--- src/rtl/fb_pkg.sv ---
// Shared constants, FSM state type and index helper for the frame-buffer write arbiter.
// The CLEAR state exists only when FB_CLEAR_EN is defined.
package fb_pkg;

    localparam int SCR_W  = 96;
    localparam int SCR_H  = 64;
    localparam int COL_W  = 16;
    localparam int ADDR_W = 13;
    localparam int NREQ   = 3;
    localparam int XW     = 7;
    localparam int YW     = 6;

`ifdef FB_CLEAR_EN
    typedef enum logic [1:0] {IDLE, WRITE, CLEAR} state_t;
`else
    typedef enum logic [1:0] {IDLE, WRITE} state_t;
`endif

    function automatic logic [1:0] next_idx(input logic [1:0] i);
        return (i == 2'd2) ? 2'd0 : i + 2'd1;
    endfunction

endpackage

--- src/rtl/rr_pick.sv ---
// Three-way round-robin selector: first asserted request at or after ptr wins.
module rr_pick
    import fb_pkg::*;
(
    input  logic [NREQ-1:0] req,
    input  logic [1:0]      ptr,
    output logic [1:0]      grant,
    output logic            valid
);

    logic [1:0] idx1;
    logic [1:0] idx2;

    assign idx1 = next_idx(ptr);
    assign idx2 = next_idx(idx1);

    always_comb begin
        grant = '0;
        valid = 1'b0;
        if (req[ptr]) begin
            grant = ptr;
            valid = 1'b1;
        end else if (req[idx1]) begin
            grant = idx1;
            valid = 1'b1;
        end else if (req[idx2]) begin
            grant = idx2;
            valid = 1'b1;
        end
    end

endmodule

--- src/rtl/fb_write_arbiter.sv ---
// Round-robin arbiter funnelling three pixel writers into one frame-buffer port.
// Optional FB_CLEAR_EN: after reset, zero-fill the whole buffer before serving requests.
module fb_write_arbiter #(
    parameter int SCR_W = fb_pkg::SCR_W,
    parameter int SCR_H = fb_pkg::SCR_H,
    parameter int COL_W = fb_pkg::COL_W
) (
    input  logic                             clk,
    input  logic                             rst,
    input  logic [fb_pkg::NREQ-1:0]          req,
    input  logic [fb_pkg::NREQ*fb_pkg::XW-1:0] x_in,
    input  logic [fb_pkg::NREQ*fb_pkg::YW-1:0] y_in,
    input  logic [fb_pkg::NREQ*COL_W-1:0]    col_in,
    output logic [fb_pkg::NREQ-1:0]          ack,
    output logic                             wr_en,
    output logic [fb_pkg::ADDR_W-1:0]        wr_addr,
    output logic [COL_W-1:0]                 wr_data,
    output logic [fb_pkg::NREQ-1:0]          oob_err,
    output logic                             busy
);
    import fb_pkg::*;

    state_t            state;
    state_t            state_nx;
    logic [1:0]        ptr;
    logic [1:0]        grant;
    logic              pick_vld;
    logic [XW-1:0]     x_sel;
    logic [YW-1:0]     y_sel;
    logic [COL_W-1:0]  col_sel;
    logic              in_bnd;
    logic [ADDR_W-1:0] addr_sel;
    logic              wr_en_p1;
    logic [ADDR_W-1:0] addr_p1;
    logic [COL_W-1:0]  data_p1;

    rr_pick u_pick (
        .req   (req),
        .ptr   (ptr),
        .grant (grant),
        .valid (pick_vld)
    );

    always_comb begin
        x_sel   = x_in[XW-1:0];
        y_sel   = y_in[YW-1:0];
        col_sel = col_in[COL_W-1:0];
        case (grant)
            2'd1: begin
                x_sel   = x_in[2*XW-1:XW];
                y_sel   = y_in[2*YW-1:YW];
                col_sel = col_in[2*COL_W-1:COL_W];
            end
            2'd2: begin
                x_sel   = x_in[3*XW-1:2*XW];
                y_sel   = y_in[3*YW-1:2*YW];
                col_sel = col_in[3*COL_W-1:2*COL_W];
            end
            default: ;
        endcase
    end

    // Constant-coefficient multiply folds to shifts/adds; no divider involved.
    assign in_bnd   = (int'(x_sel) < SCR_W) && (int'(y_sel) < SCR_H);
    assign addr_sel = ADDR_W'(y_sel) * ADDR_W'(SCR_W) + ADDR_W'(x_sel);

`ifdef FB_CLEAR_EN
    localparam logic [ADDR_W-1:0] CLR_LAST = ADDR_W'(SCR_W * SCR_H - 1);
    localparam state_t RST_STATE = CLEAR;
    logic [ADDR_W-1:0] clr_cnt;
`else
    localparam state_t RST_STATE = IDLE;
`endif

    always_ff @(posedge clk) begin
        if (rst) state <= RST_STATE;
        else     state <= state_nx;
    end

    always_comb begin
        state_nx = state;
        case (state)
            IDLE:  if (pick_vld) state_nx = WRITE;
            WRITE: state_nx = IDLE;
`ifdef FB_CLEAR_EN
            CLEAR: if (clr_cnt == CLR_LAST) state_nx = IDLE;
`endif
            default: state_nx = IDLE;
        endcase
    end

    // Grant stage: outputs are registered on the IDLE->WRITE edge so they are valid exactly during WRITE.
    always_ff @(posedge clk) begin
        if (rst) begin
            ptr      <= '0;
            ack      <= '0;
            wr_en_p1 <= 1'b0;
            addr_p1  <= '0;
            data_p1  <= '0;
            oob_err  <= '0;
        end else begin
            ack      <= '0;
            wr_en_p1 <= 1'b0;
            if (state == IDLE && pick_vld) begin
                ptr      <= next_idx(grant);
                ack      <= NREQ'(3'b001 << grant);
                wr_en_p1 <= in_bnd;
                addr_p1  <= addr_sel;
                data_p1  <= col_sel;
                if (!in_bnd) oob_err[grant] <= 1'b1;
            end
        end
    end

`ifdef FB_CLEAR_EN
    always_ff @(posedge clk) begin
        if (rst)                 clr_cnt <= '0;
        else if (state == CLEAR) clr_cnt <= clr_cnt + ADDR_W'(1);
    end

    assign wr_en   = (state == CLEAR) | wr_en_p1;
    assign wr_addr = (state == CLEAR) ? clr_cnt : addr_p1;
    assign wr_data = (state == CLEAR) ? '0 : data_p1;
    assign busy    = (state != IDLE);
`else
    assign wr_en   = wr_en_p1;
    assign wr_addr = addr_p1;
    assign wr_data = data_p1;
    assign busy    = (state == WRITE);
`endif

endmodule

--- config.mk ---
export PLATFORM = sky130hd
export DESIGN_NAME = fb_write_arbiter
export DESIGN_NICKNAME = d
export VERILOG_FILES = /design/src/rtl/fb_pkg.sv /design/src/rtl/rr_pick.sv /design/src/rtl/fb_write_arbiter.sv
export SDC_FILE = /design/constraint.sdc
export NUM_CORES = 1
export LEC_CHECK = 0
export BUFFER_PORTS_ARGS = -buffer_cell sky130_fd_sc_hd__buf_2
export CORE_MARGIN = 2
export CORE_UTILIZATION = 38
export CTS_CLUSTER_SIZE = 20
export DETAILED_ROUTE_END_ITERATION = 8
export PLACE_DENSITY = 0.75
export SYNTH_ARGS = -nofsm -noshare
export SYNTH_HDL_FRONTEND = slang
export SYNTH_HIERARCHICAL = 1
export SYNTH_SLANG_ARGS = --single-unit
--- constraint.sdc ---
create_clock -name clk -period 4.9 [get_ports clk]
set_clock_uncertainty 0.1 [all_clocks]
set_input_delay 0 -clock clk [delete_from_list [all_inputs] [get_ports clk]]
set_output_delay 0 -clock clk [all_outputs]
set_load 0.01 [all_outputs]
Word-level counts from Yosys, hierarchy flattened
Cells that the tools add are included.
Widths: inputs -> output; s select.
{"block": "classes", "n_addsub": 4, "n_reduce_logical": 6, "bitwise": 4, "n_eq_ne": 4, "shifts": 1, "multipliers": 1, "n_lt_le_gt_ge": 6, "muxes": 20}
{"operator": "$pmux 16 s2", "count": 1}
{"operator": "$pmux 7 s2", "count": 1}
{"operator": "$add 13x7->13", "count": 1}
{"operator": "$lt 2x3->1 const B", "count": 4}
{"operator": "$mux 2", "count": 6}
{"operator": "$pmux 6 s2", "count": 1}
{"operator": "$mul 6x2->8 const B", "count": 1}
{"operator": "$lt 7x7->1 const B", "count": 1}
{"operator": "$mux 1", "count": 7}
{"operator": "$add 2x1->2 const B", "count": 3}
{"operator": "$bmux 1 s2", "count": 3}
{"operator": "$eq 2x2->1 const B", "count": 3}
{"operator": "$reduce_or 2->1", "count": 2}
{"operator": "$not 1->1", "count": 3}
{"operator": "$or 3x3->3", "count": 1}
{"operator": "$shl 1x2->3 const A", "count": 1}
{"operator": "$demux 1 s2", "count": 1}
{"operator": "$eq 2x1->1 const B", "count": 1}
{"operator": "$ge 2x1->1 const B", "count": 1}
{"operator": "$logic_and 1x1->1", "count": 2}
{"operator": "$logic_not 2->1", "count": 1}
{"operator": "$reduce_and 2->1", "count": 1}
{"block": "word_totals", "word_cells": 53, "register_bits": 39, "inputBits": 92, "output_inout_bits": 37}

Logic depth before layout (Yosys ltp)
{"block": "logic_depth", "depth_word": 14, "depth_mapped": 19, "mapped_depth_nobuf": 17}

Cells and area by module
Netlist, hierarchy kept.
{"mod": "fb_write_arbiter", "area_per_inst_um2": 2228.4, "seq_area_each_um2": 780.7, "instances": 1, "cells_per_inst": 282}
{"mod": "rr_pick", "area_per_inst_um2": 52.6, "seq_area_each_um2": 0.0, "instances": 1, "cells_per_inst": 9}

Least setup slack after synthesis
Ideal clock, no wire load.
{"block": "synth_timing", "kind": "reg-to-reg", "startpoint": "register ptr[0]", "endpoint": "register addr_p1[11] (netlist: wr_addr[11])", "path_stages_with_launch": 19, "t_arrival_ns": 3.619, "required_time_ns": 4.721, "setup_slack_ns": 1.102, "period_less_slack_ns": 3.798, "cell_sequence": "dfxtp_1 a21boi_0 nor2b_1 inv_1 ha_1 buf_2 buf_1 nor2_1 a21o_1 inv_1 ha_1 inv_1 fa_1 nand2b_1 a21oi_1 xor2_1 nand3_1 xnor2_1 a211oi_2"}
{"block": "synth_between", "elab_chain_len": 13, "elab_cells_between_ends": 25, "classes_between": "3 x add/sub; 1 x mul; 4 x eq/ne; 16 x mux; 1 x reduce/logical"}
{"element": "from (decl)", "line": "fb_write_arbiter.sv:25", "source": "logic [1:0] ptr;"}
{"element": "from (signal assigned)", "line": "fb_write_arbiter.sv:105", "source": "ptr <= next_idx(grant);"}
{"element": "$add 2x1->2 / $eq 2x2->1 (equally long branches)", "line": "fb_pkg.sv:20", "source": "return (i == 2'd2) ? 2'd0 : i + 2'd1;"}
{"element": "$mux 2", "line": "fb_pkg.sv:20"}
{"element": "$add 2x1->2 / $eq 2x2->1 (equally long branches)", "line": "fb_pkg.sv:20"}
{"element": "$mux 2", "line": "fb_pkg.sv:20"}
{"element": "$bmux 1 s2", "line": "rr_pick.sv:26", "source": "end else if (req[idx2]) begin"}
{"element": "$mux 1 (not written as such)", "line": "rr_pick.sv:26"}
{"element": "$mux 2", "line": "rr_pick.sv:26"}
{"element": "$mux 2", "line": "rr_pick.sv:23", "source": "end else if (req[idx1]) begin"}
{"element": "$mux 2 *", "line": "rr_pick.sv:20", "source": "if (req[ptr]) begin"}
{"element": "net grant[1]", "line": "fb_write_arbiter.sv:26", "source": "logic [1:0] grant;"}
{"element": "$eq 2x2->1 / $eq 2x1->1 (equally long branches)", "line": "fb_write_arbiter.sv:48", "source": "case (grant)"}
{"element": "$pmux 6 s2", "line": "fb_write_arbiter.sv:48"}
{"element": "$mul 6x2->8", "line": "fb_write_arbiter.sv:65", "source": "assign addr_sel = ADDR_W'(y_sel) * ADDR_W'(SCR_W) + ADDR_W'(x_sel);"}
{"element": "$add 13x7->13 *", "line": "fb_write_arbiter.sv:65"}
{"element": "to (signal assigned)", "line": "fb_write_arbiter.sv:108", "source": "addr_p1 <= addr_sel;"}
{"element": "to (decl)", "line": "fb_write_arbiter.sv:34", "source": "logic [ADDR_W-1:0] addr_p1;"}
The timed path passes the listed nets; every way through them passes the cells marked *. The select of a mux whose other input is x is not followed.
A chain may end at the register's enable or synchronous reset.

Worst setup path after layout
Ends and elaborated chain as after synthesis.

==> results.tsv <==
stage	metric	value	unit
run_status	run status	finished clean	
sta	RSZ-0062 raised after global routing	no	
floorplan	number of placement rows	28	
cts	clock latency on the worst-skew pair	0.28	ns
placed_design	half-perimeter wire length of the detailed placement result	4940	um
floorplan	floorplan die area	0.00664	mm^2
floorplan	total I/O pin count	129	
sta	Min Clock Period, post-route	4.10	ns
cts	CTS tree	yes	
placed_design	Area after DPL	0.00295	mm^2
cells_and_area	Final #Nets	512	
power_and_ir_drop	register share of total power	0.351	
power_and_ir_drop	worst vdd rail ir drop	0.000145	V
critical_path	Critical Path End Type	flip-flop	
cts	cell at the root of the clock tree	clkbuf_8	
sta	Rel. slew slack	0.390	
sta	min setup slack post-route	0.797	ns
synthesis	netlist area before placement	0.00228	mm^2
floorplan	height of the die	81.5	um
global_route	largest net degree at the start of global routing	53	
synthesis	Synth Instances	291	
sta	setup TNS after final layout	0	ns
synthesis	number of nets in the synthesized netlist	397	
flow_run	max capacitance violation total	0	
routing	Residual DRC	0	
cells_and_area	post-layout instance area	0.00306	mm^2
global_route	GRT overflow	0	
floorplan	core area	0.00585	mm^2
floorplan	chip width	81.5	um
global_route	via count of the first global-routing pass	2185	
routing	Pre-antenna DRT Iters	5	
sta	actual transition at the worst max-transition pin	0.915	ns
critical_path	Startpoint Class	flip-flop	
routing	First DRT Iteration DRCs	81	
sta	count of final max-slew check failures	0	
synthesis	syn_area_per_cell	7.84	um^2
power_and_ir_drop	total internal power	693	uW
critical_path	buffering stage count on the worst path with inverters included	2	
synthesis	main flop type after synthesis	dfxtp_1	
synthesis	share of the yosys chip area belonging to registers	0.342	
routing	per-cell routed wire length	13.0	um
cts	maximum level of the CTS H-tree	2	
power_and_ir_drop	clock power share	0.218	
power_and_ir_drop	pwr/cell area	359	mW/mm^2
cts	Clk pin slew, worst setup/hold paths	0.08	ns
global_route	global-route usage over all layers	0.192	
cts	post-CTS setup buffer count	0	
placed_design	number of buffers inserted by port buffering	128	
sta	# setup viols final	0	
placed_design	RD Place Congestion	0.882	
cts	# hold bufs at CTS	0	
routing	via count	2478	
critical_path	CP max stage delay	0.57	ns
cts	post-CTS resize count	0	
routing	total routed wirelength	6260	um
cells_and_area	number of diodes	0	
critical_path	Crit path max-delay family	adder cells	
cells_and_area	Post-Route Utilization	0.522	
sta	final hold violation count	0	
floorplan	effective utilization at floorplan	0.390	
sta	hold slack	0.0289	ns
sta	fraction of the cycle the final worst path needs	0.837	
synthesis	number of enable-type register cells in the synthesized netlist	0	
power_and_ir_drop	Gate power share	0.431	
worst_hold_path	class of the worst hold path	in -> reg	
cells_and_area	fraction of layout instances using a drive strength above 1	0.361	
power_and_ir_drop	NetSw	404	uW
critical_path	kind of critical path	reg -> reg	
cts	buffer depth of the longest clock path	2	
critical_path	Worst Path Arrival	4.21	ns
power_and_ir_drop	leakage power summed over all cells	0.00144	uW
cells_and_area	layout overhead on the synthesized area	34.0	%
global_route	antenna violations before repair	0	
critical_path	top fanout value on the critical path	16	
global_route	first-pass GRT wire length	9800	um
sta	max frequency	244	MHz
critical_path	worst-path cell chain	nor2b_1 -> o21ai_0 -> and3_1 -> ha_1 -> buf_4 -> a22oi_1 -> a21oi_1 -> ha_1 -> inv_1 -> fa_1 -> nand2b_1 -> a21oi_1 -> xor2_1 -> nand3_1 -> xnor2_1 -> a211oi_2	
critical_path	standard cell with the maximum stage delay on the critical path	ha_1	
synthesis	post-synthesis register bit count	39	
critical_path	Critical Path RT	5.01	ns
cts	number of clock sinks	39	
synthesis	Unique masters post-synth	32	
power_and_ir_drop	Switching Fraction	0.368	
synthesis	number of synthesis warnings	6	
cts	number of buffers created by CTS	5	
routing	vias per cell	5.14	
synthesis	Async SR Flop Fraction	0	
placed_design	pre-CTS setup slack	0.816	ns
routing	antenna violation net count after detailed routing	0	
## metrics by stage
stage	std cells	power [uW]
floorplan	291	724
global placement	474	854
detailed placement	474	868
CTS	482	1110
global route	482	1190
finish	482	1100
## layout make-up
cell class                      count  area (um^2)
Multi-Input combinational cell    218         1370
Inverter                           10         37.5
Clock buffer                        7         96.3
Timing Repair Buffer              132          671
Sequential cell                    39          781
Tap cell                           75         93.8
Clock inverter                      1         7.51
Fill cell                         569         2800
## synthesized netlist by cell type (2+ instances only)
library cell / n / area [um^2]
nor2_1: 64 / 240
dfxtp_1: 39 / 781
a21oi_1: 32 / 160
a22oi_1: 30 / 225
a211oi_1: 26 / 195
clkbuf_1: 13 / 48.8
ha_1: 12 / 150
inv_1: 10 / 37.5
nand2_1: 9 / 33.8
buf_2: 7 / 35.0
xor2_1: 5 / 43.8
buf_1: 4 / 15.0
nor2b_1: 4 / 25.0
nor3_1: 4 / 20.0
o21ai_0: 4 / 20.0
a31oi_1: 3 / 18.8
nand2b_1: 3 / 18.8
nor4_1: 3 / 18.8
xnor2_1: 3 / 26.3
a211oi_2: 2 / 25.0
fa_1: 2 / 40.0
nand3_1: 2 / 10.0
## layer usage
metal  GRT usage  up-vias  share of wire
met3      0.0275       16          0.059
met5           0        -              0
met4       0.119        0          0.035
met2       0.305       90           0.48
li1            -     1266              -
met1       0.245     1106           0.43
## cell usage in the layout, fill, tap and decap left out, types with 2 or more instances in the layout
master / count
nand2_1: 9
a211oi_2: 2
xnor2_1: 3
nor2b_1: 4
ha_1: 11
nor2_1: 64
nand3_1: 2
buf_4: 4
a31oi_1: 3
a211oi_1: 26
xor2_1: 5
nand2b_1: 2
nor3_1: 4
buf_2: 128
a21oi_1: 32
inv_1: 10
fa_1: 2
o21ai_0: 4
dfxtp_1: 39
a22oi_1: 30
nor4_1: 3
clkbuf_8: 7
## path summary, 6_finish.rpt
check,from,end,slack [ns],cells after the start
max,ptr[0],wr_addr[11],0.80,16
min,col_in[0],wr_data[0],0.03,5
max reg2reg,ptr[0],wr_addr[11],0.80,16
min reg2reg,wr_addr[5],wr_addr[5],0.38,2
## flip-flops by register name, indices dropped and copies added, names as in the netlist
name     cells
ack          3
oob_err      3
ptr          2
state        1
wr_addr     13
wr_data     16
wr_en        1
## cells by family (layout without fill, tap and decap cells)
family          Yosys count  count (layout)  synth area share
compound gates          103             103             0.307
xor+xnor                  9               9            0.0379
simple gates             92              92             0.170
fa+ha+maj                14              14            0.0834
buf+inv                  34             150            0.0598
flops                    39              39             0.342
## tightest hold or removal path: stages
cell and delay [ns]:
buf_2 0.09, nor2_1 0.07, a211oi_1 0.05, a21oi_1 0.11, nor2_1 0.04
## power by group through the flow
stage               combinational (uW)  sequential, uW  clock (uW)
floorplan                          311             414           0
global placement                   463             391           0
detailed placement                 475             393           0
CTS                                476             386         248
global route                       534             392         260
finish                             473             385         239
(Power assumes the default switching activity.)
